[config.mk]
export PLATFORM = sky130hd
export DESIGN_NAME = serial_xfer_sched_flat
export DESIGN_NICKNAME = d
export VERILOG_FILES = /design/src/rtl/serial_xfer_sched_if.sv /design/src/rtl/serial_xfer_sched.sv /design/src/flat_wrapper.sv
export SDC_FILE = /design/constraint.sdc
export NUM_CORES = 1
export LEC_CHECK = 0
export CORE_ASPECT_RATIO = 1.25
export CORE_MARGIN = 2
export CORE_UTILIZATION = 52
export DETAILED_ROUTE_END_ITERATION = 7
export PLACE_DENSITY = 0.85
export SLEW_MARGIN = 5
export SYNTH_ARGS = -nofsm -noshare
export SYNTH_HDL_FRONTEND = slang
export SYNTH_SLANG_ARGS = --single-unit
[constraint.sdc]
create_clock -name clk -period 4.4 [get_ports clk]
set_clock_uncertainty 0.05 [all_clocks]
set_input_delay 0.88 -clock clk [delete_from_list [all_inputs] [get_ports clk]]
set_output_delay 0.88 -clock clk [all_outputs]
set_load 0.01 [all_outputs]
[src/rtl/serial_xfer_sched_if.sv]
// Signal bundle between the transfer scheduler, its two requesters and the serial-port bus.
// The scheduler takes the master view. The environment (requesters plus serial port) takes the slave view.
interface serial_xfer_sched_if;
    logic [1:0]  req;
    logic [7:0]  tx_data0;
    logic [7:0]  tx_data1;
    logic [1:0]  int_clk_sel;
    logic [1:0]  ack;
    logic [7:0]  rx_data;
    logic        err;
    logic        busy;
    logic [15:0] addr;
    logic        write;
    logic        read;
    logic [7:0]  bus_wdata;
    logic [7:0]  bus_rdata;
    logic        s_interrupt;

    modport master (
        input  req, tx_data0, tx_data1, int_clk_sel, bus_rdata, s_interrupt,
        output ack, rx_data, err, busy, addr, write, read, bus_wdata
    );

    modport slave (
        output req, tx_data0, tx_data1, int_clk_sel, bus_rdata, s_interrupt,
        input  ack, rx_data, err, busy, addr, write, read, bus_wdata
    );
endinterface

[src/rtl/serial_xfer_sched.sv]
// Round-robin scheduler for single-byte serial transfers from two requesters.
// Sequence: write SB, start via SC, wait for the interrupt or a timeout, then read SB or abort.
module serial_xfer_sched #(
    parameter logic [19:0] TIMEOUT_CYCLES = 20'd200000
) (
    input logic               clk,
    input logic               reset,
    serial_xfer_sched_if.master bus
);

    typedef enum logic [2:0] {
        StIdle, StWrSb, StWrSc, StWait, StAbort, StRdSb, StDone
    } state_e;

    state_e      r_state;
    state_e      w_state_next;
    logic        r_grant;
    logic        r_last;
    logic        r_sel;
    logic        r_err;
    logic [7:0]  r_tx;
    logic [7:0]  r_rx;
    logic [19:0] r_cnt;
    logic        w_grant;
    logic        w_cnt_term;

    // On contention, favour the requester that was not served last.
    assign w_grant    = (bus.req == 2'b11) ? ~r_last : bus.req[1];
    assign w_cnt_term = (r_cnt == TIMEOUT_CYCLES - 20'd1);

    always_ff @(posedge clk or posedge reset) begin
        if (reset) begin
            r_state <= StIdle;
            r_grant <= 1'b0;
            r_last  <= 1'b1;
            r_sel   <= 1'b0;
            r_err   <= 1'b0;
            r_tx    <= 8'h00;
            r_rx    <= 8'h00;
            r_cnt   <= 20'd0;
        end else begin
            r_state <= w_state_next;
            case (r_state)
                StIdle: begin
                    if (|bus.req) begin
                        r_grant <= w_grant;
                        r_last  <= w_grant;
                        r_tx    <= w_grant ? bus.tx_data1 : bus.tx_data0;
                        r_sel   <= bus.int_clk_sel[w_grant];
                    end
                end
                StWrSc: r_cnt <= 20'd0;
                StWait: begin
                    if (r_cnt != 20'hFFFFF) begin
                        r_cnt <= r_cnt + 20'd1;
                    end
                end
                StAbort: begin
                    r_rx  <= 8'hFF;
                    r_err <= 1'b1;
                end
                StRdSb: begin
                    r_rx  <= bus.bus_rdata;
                    r_err <= 1'b0;
                end
                default: ;
            endcase
        end
    end

    always_comb begin
        w_state_next  = r_state;
        bus.addr      = 16'h0000;
        bus.write     = 1'b0;
        bus.read      = 1'b0;
        bus.bus_wdata = 8'h00;
        bus.ack       = 2'b00;
        case (r_state)
            StIdle: begin
                if (|bus.req) w_state_next = StWrSb;
            end
            StWrSb: begin
                bus.addr      = 16'hFF01;
                bus.write     = 1'b1;
                bus.bus_wdata = r_tx;
                w_state_next  = StWrSc;
            end
            StWrSc: begin
                bus.addr      = 16'hFF02;
                bus.write     = 1'b1;
                bus.bus_wdata = {1'b1, 6'b000000, r_sel};
                w_state_next  = StWait;
            end
            StWait: begin
                // A completion on the terminal cycle wins over the timeout.
                if (bus.s_interrupt) begin
                    w_state_next = StRdSb;
                end else if (w_cnt_term) begin
                    w_state_next = StAbort;
                end
            end
            StAbort: begin
                bus.addr     = 16'hFF02;
                bus.write    = 1'b1;
                w_state_next = StDone;
            end
            StRdSb: begin
                bus.addr     = 16'hFF01;
                bus.read     = 1'b1;
                w_state_next = StDone;
            end
            StDone: begin
                bus.ack      = r_grant ? 2'b10 : 2'b01;
                w_state_next = StIdle;
            end
            default: w_state_next = StIdle;
        endcase
    end

    assign bus.busy    = (r_state != StIdle);
    assign bus.err     = (r_state == StDone) & r_err;
    assign bus.rx_data = r_rx;

endmodule

[src/flat_wrapper.sv]
// flat-port wrapper written by rule: the top's interface ports become plain ports
module serial_xfer_sched_flat 
#(
    parameter logic [19:0] TIMEOUT_CYCLES = 20'd200000
)
  (clk, reset, bus_req, bus_tx_data0, bus_tx_data1, bus_int_clk_sel, bus_bus_rdata, bus_s_interrupt, bus_ack, bus_rx_data, bus_err, bus_busy, bus_addr, bus_write, bus_read, bus_bus_wdata);
  serial_xfer_sched_if bus_i ();
  input logic clk;
  input logic reset;
  input wire logic [$bits(bus_i.req)-1:0] bus_req;
  input wire logic [$bits(bus_i.tx_data0)-1:0] bus_tx_data0;
  input wire logic [$bits(bus_i.tx_data1)-1:0] bus_tx_data1;
  input wire logic [$bits(bus_i.int_clk_sel)-1:0] bus_int_clk_sel;
  input wire logic [$bits(bus_i.bus_rdata)-1:0] bus_bus_rdata;
  input wire logic [$bits(bus_i.s_interrupt)-1:0] bus_s_interrupt;
  output wire logic [$bits(bus_i.ack)-1:0] bus_ack;
  output wire logic [$bits(bus_i.rx_data)-1:0] bus_rx_data;
  output wire logic [$bits(bus_i.err)-1:0] bus_err;
  output wire logic [$bits(bus_i.busy)-1:0] bus_busy;
  output wire logic [$bits(bus_i.addr)-1:0] bus_addr;
  output wire logic [$bits(bus_i.write)-1:0] bus_write;
  output wire logic [$bits(bus_i.read)-1:0] bus_read;
  output wire logic [$bits(bus_i.bus_wdata)-1:0] bus_bus_wdata;
  assign bus_i.req = bus_req;
  assign bus_i.tx_data0 = bus_tx_data0;
  assign bus_i.tx_data1 = bus_tx_data1;
  assign bus_i.int_clk_sel = bus_int_clk_sel;
  assign bus_i.bus_rdata = bus_bus_rdata;
  assign bus_i.s_interrupt = bus_s_interrupt;
  assign bus_ack = bus_i.ack;
  assign bus_rx_data = bus_i.rx_data;
  assign bus_err = bus_i.err;
  assign bus_busy = bus_i.busy;
  assign bus_addr = bus_i.addr;
  assign bus_write = bus_i.write;
  assign bus_read = bus_i.read;
  assign bus_bus_wdata = bus_i.bus_wdata;
  serial_xfer_sched #(.TIMEOUT_CYCLES(TIMEOUT_CYCLES)) u_core (.clk(clk), .reset(reset), .bus(bus_i));
endmodule
# After elaboration in Yosys (flattened, before gate mapping)
# Cells that the tools add are included.
[op_classes] n_addsub=1 magnitude_cmp=1 n_eq_ne=12 mux=18 bitwise=2 n_reduce_logical=12
[op_table] op="20-bit case mux with 2 select lines" count=1
[op_table] op="16-bit case mux with 2 select lines" count=1
[op_table] op="8-bit case mux with 2 select lines" count=2
[op_table] op="20-bit by 1-bit adder with 20-bit output, second input constant" count=1
[op_table] op="20-bit by 18-bit equality test with 1-bit output, second input constant" count=1
[op_table] op="20-bit two-way mux" count=1
[op_table] op="20-bit inequality test, second input constant" count=1
[op_table] op="3-bit case mux with 5 select lines" count=1
[op_table] op="3-bit equality test, second input constant" count=3
[op_table] op="3-bit two-way mux" count=3
[op_table] op="8-bit two-way mux" count=1
[op_table] op="2-bit OR reduction" count=4
[op_table] op="3-bit by 2-bit equality test with 1-bit output, second input constant" count=2
[op_table] op="2-bit AND reduction" count=3
[op_table] op="1-bit two-way mux" count=5
[op_table] op="2-bit two-way mux" count=2
[op_table] op="2-bit by 1-bit inequality test with 1-bit output, second input constant" count=2
[op_table] op="2-bit nonzero test" count=2
[op_table] op="3-bit by 1-bit equality test with 1-bit output, second input constant" count=1
[op_table] op="3-bit logical NOT" count=1
[op_table] op="3-bit by 2-bit inequality test with 1-bit output, second input constant" count=1
[op_table] op="3-bit nonzero test" count=1
[op_table] op="3-bit OR reduction" count=1
[op_table] op="2-bit equality test, second input constant" count=1
[op_table] op="4 further kinds" count=4
[totals] ff_bits=43 word_cells=54

# Logic depth before layout (Yosys ltp)
[depth] word_depth=4 mapped_depth=7 mapped_depth_nobuf=5

# Least setup slack after synthesis
# Ideal clock, no wire load.
[synth_path] path_type="register -> output" from="register u_core.r_state[1]" to="output port bus_addr[10]" arrival_ns=1.402 required_ns=3.470 setup_slack_ns=2.068 stages_incl_launch_ff=5 n_path_buf=1 path_cell_list="dfrtp_1 > or2b_2 > a21oi_1 > or2_2 > buf_4"
[synth_between] elab_chain_cells=3 word_cells_on_any_way=7 classes_between="eq/ne: 4; mux: 1; reduce/logical: 2"
[synth_rtl] item="start: declaration" line_no="serial_xfer_sched.sv:15" rtl="state_e r_state;"
[synth_rtl] item="start signal: assignment" line_no="serial_xfer_sched.sv:33" rtl="r_state <= StIdle;"
[synth_rtl] item="start signal: assignment" line_no="serial_xfer_sched.sv:42" rtl="r_state <= w_state_next;"
[synth_rtl] item="3-bit by 1-bit equality test with 1-bit output (tied with other cells)" line_no="serial_xfer_sched.sv:78" rtl="case (r_state)"
[synth_rtl] item="2-bit OR reduction (no line)"
[synth_rtl] item="16-bit case mux with 2 select lines *" line_no="serial_xfer_sched.sv:78"
[synth_rtl] item="end: declaration" line_no="flat_wrapper.sv:20" rtl="output wire logic [$bits(bus_i.addr)-1:0] bus_addr;"
# Every way passes the cells marked *; elsewhere a longest branch is shown, timed or not.

# Worst setup path in the final report
[layout_path] from="register u_core.r_state[0]" to="output port bus_bus_wdata[5]"
[layout_between] elab_chain_cells=2 word_cells_on_any_way=3 classes_between="eq/ne: 2; mux: 1"
[layout_rtl] item="3-bit by 2-bit equality test with 1-bit output or 3-bit by 1-bit equality test with 1-bit output (tied branches)" line_no="serial_xfer_sched.sv:78"
[layout_rtl] item="8-bit case mux with 2 select lines *" line_no="serial_xfer_sched.sv:78"
[layout_rtl] item="end: declaration" line_no="flat_wrapper.sv:23" rtl="output wire logic [$bits(bus_i.bus_wdata)-1:0] bus_bus_wdata;"
# Marked as above.

==> impl_metrics.yaml <==
power:
  total_power_uw: 1940
  powerDensity_nw_per_um2: 600
  p_leak_uw: 0.00132
  vdd_ir_drop_max_v: 0.000449
timing:
  drv_slew: 0
  setup_viol: 0
  rsz0062_at_grt: "false"
  totalNegativeSetupSlack_ns: 0
  finalHoldViolCount: 0
  maxSlewHeadroom_pct: 36.1
  fmax_ghz: 0.272
  tightest_slew_ns: 0.954
  fin_crit_sh_pct: 83.6
  min_period_ns: 3.68
place:
  gp_congestion: 0.966
  place_hpwl_um: 4370
  place_inst: 395
  port_buffers: 62
  placed_cell_area_um2: 3100
drt:
  ant_nets: 0
  drc: 0
  routed_wl_um: 6220
  vias: 2367
  drtIter0Drc: 274
  post_drt_wl_per_cell_um: 15.4
  viasPerCell: 5.87
  drt_pass1_iterations: 4
yosys:
  synthAdderAreaFrac_pct: 0.494
  synth-xor-area-share_pct: 0
  ys_types: 53
  netlist_area_um2: 2530
  synthMuxAreaShare_pct: 3.95
  syn_area_per_cell_um2: 8.62
  synth-simple-area-share_pct: 25.7
  ys_warn_count: 0
  syn-instance-count: 294
  synth_top_family_by_area: "simple AND/OR/NAND/NOR gates"
  yosysSeqAreaShare_pct: 42.5
  ys_ff_latch: 43
  synth_compound_area_share_pct: 18.6
clock_network:
  cts_tree: "yes"
  clock-sinks: 43
  htreeDepth: 2
  cts_max_path_buffers: 2
  clock_latency_ns: 0.30
  clk_pin_slew_ns: 0.09
  cts_buffers: 5
  cts_setup_buffers: 0
  cts_hold_buf: 0
  post_cts_resized: 0
  clockRootBuffer: "clkbuf_8"
layout:
  utilization_pct: 68.5
  drive_gt1_share_pct: 6.71
  area_growth_pct: 27.8
  final_area_um2: 3240
  fillerInstances: 368
  instances_no_fill: 403
  antenna_cells: 0
  nNetsFinal: 374
die:
  initial_core_util_pct: 53.6
  io_pins: 69
  die_area_um2: 5450
  rows: 28
  die_h_um: 82.0
  die_x_um: 66.4
  fp.coreArea_um2: 4730
critical_path:
  start_kind: "flop"
  arrival_ns: 2.75
  ff2ff_setup_slack_ns: 1.92
  critical_path_class: "reg2out"
  endpoint: "bus_bus_wdata[5]"
  r2r_start: "u_core.r_cnt[0]"
  worstRegToRegCells: 5
  cp-end-kind: "output port"
  critical_path.startpoint: "u_core.r_state[0]"
  crit_fanout: 26
  r2r_end: "u_core.r_cnt[14]"
  cp.required_ns: 3.47
run_status:
  outcome: "completed"
global_route:
  grtUsageTotal_pct: 25.2
  use_met3_pct: 7.53
  grt_pass1_vias: 2288
  met1_usage_pct: 30.5
  grt_first_pass_wirelength_um: 10700
  antenna_found_initial: 0
  grt-busiest-layer: "met2"
  grt_max_degree: 44
  use_met2_pct: 42.7
  gr-total-overflow: 0
run:
  cap_viol_max_count: 0
min_path:
  holdCritPathClass: "reg2reg"
==> worst min path at each step <==
stage,from,to,cells after the start
after floorplan,u_core.r_err,u_core.r_err,2
after global placement,u_core.bus.rx_data[2],u_core.bus.rx_data[2],2
after detailed placement,u_core.r_err,u_core.r_err,2
after CTS,u_core.bus.rx_data[5],u_core.bus.rx_data[5],2
after global routing,u_core.bus.rx_data[3],u_core.bus.rx_data[3],2
final,u_core.bus.rx_data[5],u_core.bus.rx_data[5],2
==> sequential cells by signal (all words and copies together), names as in the netlist <==
name                count
u_core.r_grant          1
u_core.r_state          3
u_core.r_last           1
u_core.bus.rx_data      8
u_core.r_sel            1
u_core.r_cnt           20
u_core.r_err            1
u_core.r_tx             8
==> critical path, stage by stage, from the launching register on <==
cell	delay [ns]
dfrtp_1	0.84
inv_1	0.09
buf_4	0.22
nor3_1	0.54
and2_1	0.23
clkdlybuf4s50_1	0.54
==> per-stage QoR <==
stage                     hold slack [ns]  setup WS, ns
after global routing                0.470         0.496
final                               0.443         0.722
after floorplan                     0.392          2.07
after detailed placement            0.418          1.02
after CTS                           0.445         0.680
after global placement              0.413          1.08
==> area by class of cell <==
cell class | instances | area, um^2 | share of cell area (%)
Multi-Input combinational cell | 216 | 1260 | 38.9
Sequential cell | 43 | 1080 | 33.3
Timing Repair Buffer | 66 | 651 | 20.1
Tap cell | 60 | 75.1 | 2.32
Clock buffer | 5 | 68.8 | 2.13
Clock inverter | 3 | 67.6 | 2.09
Inverter | 10 | 37.5 | 1.16
==> cell usage after synthesis (all sizes together) <==
| library cell | count | area (um^2) |
|---|---|---|
| or2b | 1 | 8.76 |
| a32oi | 1 | 8.76 |
| or4b | 1 | 10.0 |
| dfstp | 1 | 26.3 |
| a2111oi | 1 | 8.76 |
| nor2b | 3 | 18.8 |
| or4 | 2 | 15.0 |
| nand3 | 7 | 35.0 |
| nor3 | 10 | 50.1 |
| ha | 1 | 12.5 |
| nor4b | 2 | 17.5 |
| or2 | 3 | 18.8 |
| inv | 10 | 37.5 |
| a221o | 1 | 10.0 |
| or3 | 4 | 27.5 |
| buf | 20 | 139 |
| a21o | 1 | 7.51 |
| nor4 | 4 | 25.0 |
| nand4b | 1 | 8.76 |
| nand2 | 28 | 105 |
| mux2i | 10 | 100 |
| nand4 | 9 | 71.3 |
| a21oi | 23 | 115 |
| and4b | 1 | 10.0 |
| dfrtp | 42 | 1050 |
| o31a | 1 | 8.76 |
| clkbuf | 10 | 42.5 |
| a2bb2oi | 1 | 8.76 |
| o21ai | 21 | 105 |
| and2 | 8 | 50.1 |
| and3 | 4 | 25.0 |
| o311ai | 3 | 26.3 |
| and4 | 2 | 17.5 |
| nor2 | 29 | 111 |
| a311oi | 1 | 8.76 |
| conb | 1 | 3.75 |
| a31oi | 6 | 37.5 |
| a21boi | 2 | 15.0 |
| o311a | 1 | 10.0 |
| nand2b | 4 | 25.0 |
| o41ai | 2 | 17.5 |
| o31ai | 5 | 37.5 |
| o22ai | 2 | 12.5 |
| a211o | 2 | 17.5 |
| a22oi | 2 | 15.0 |
==> placed cells by master, fill, tap and decap left out, types with 3 or more instances in the layout <==
cell type	synthesis	layout
nand4_1	8	8
nand3_1	7	7
inv_1	10	10
and3_1	4	4
clkdlybuf4s50_1	0	62
o21ai_0	21	21
dfrtp_1	42	42
o31ai_1	5	5
nor3_1	10	9
a21oi_1	23	23
mux2i_1	10	10
o311ai_0	3	3
a31oi_1	6	6
clkbuf_8	0	5
nand2b_1	4	4
buf_4	14	4
nand2_1	28	28
conb_1	1	6
nor2b_1	3	3
and2_1	8	8
nor2_1	28	28
or2_2	3	3
nor4_1	4	4
==> cell families (layout without fill, tap and decap cells) <==
kind of cell    count (synthesis)  count (layout)
compound gates                 76              76
fa+ha+maj                       1               1
buf+inv                        40              84
flops                          43              43
mux                            10              10
other cells                     1               6
simple gates                  123             123
==> routing by layer <==
metal	wire length, um	vias to the layer above
li1	-	1137
met1	2550	1139
met2	3160	80
met3	407	11
met4	96	0
met5	0	-
==> report_power, final <==
group | switching [uW] | internal (uW) | total (uW)
logic | 461 | 471 | 932
clock network | 145 | 226 | 372
registers | 122 | 517 | 639
Power figures use the tool's default switching activity.
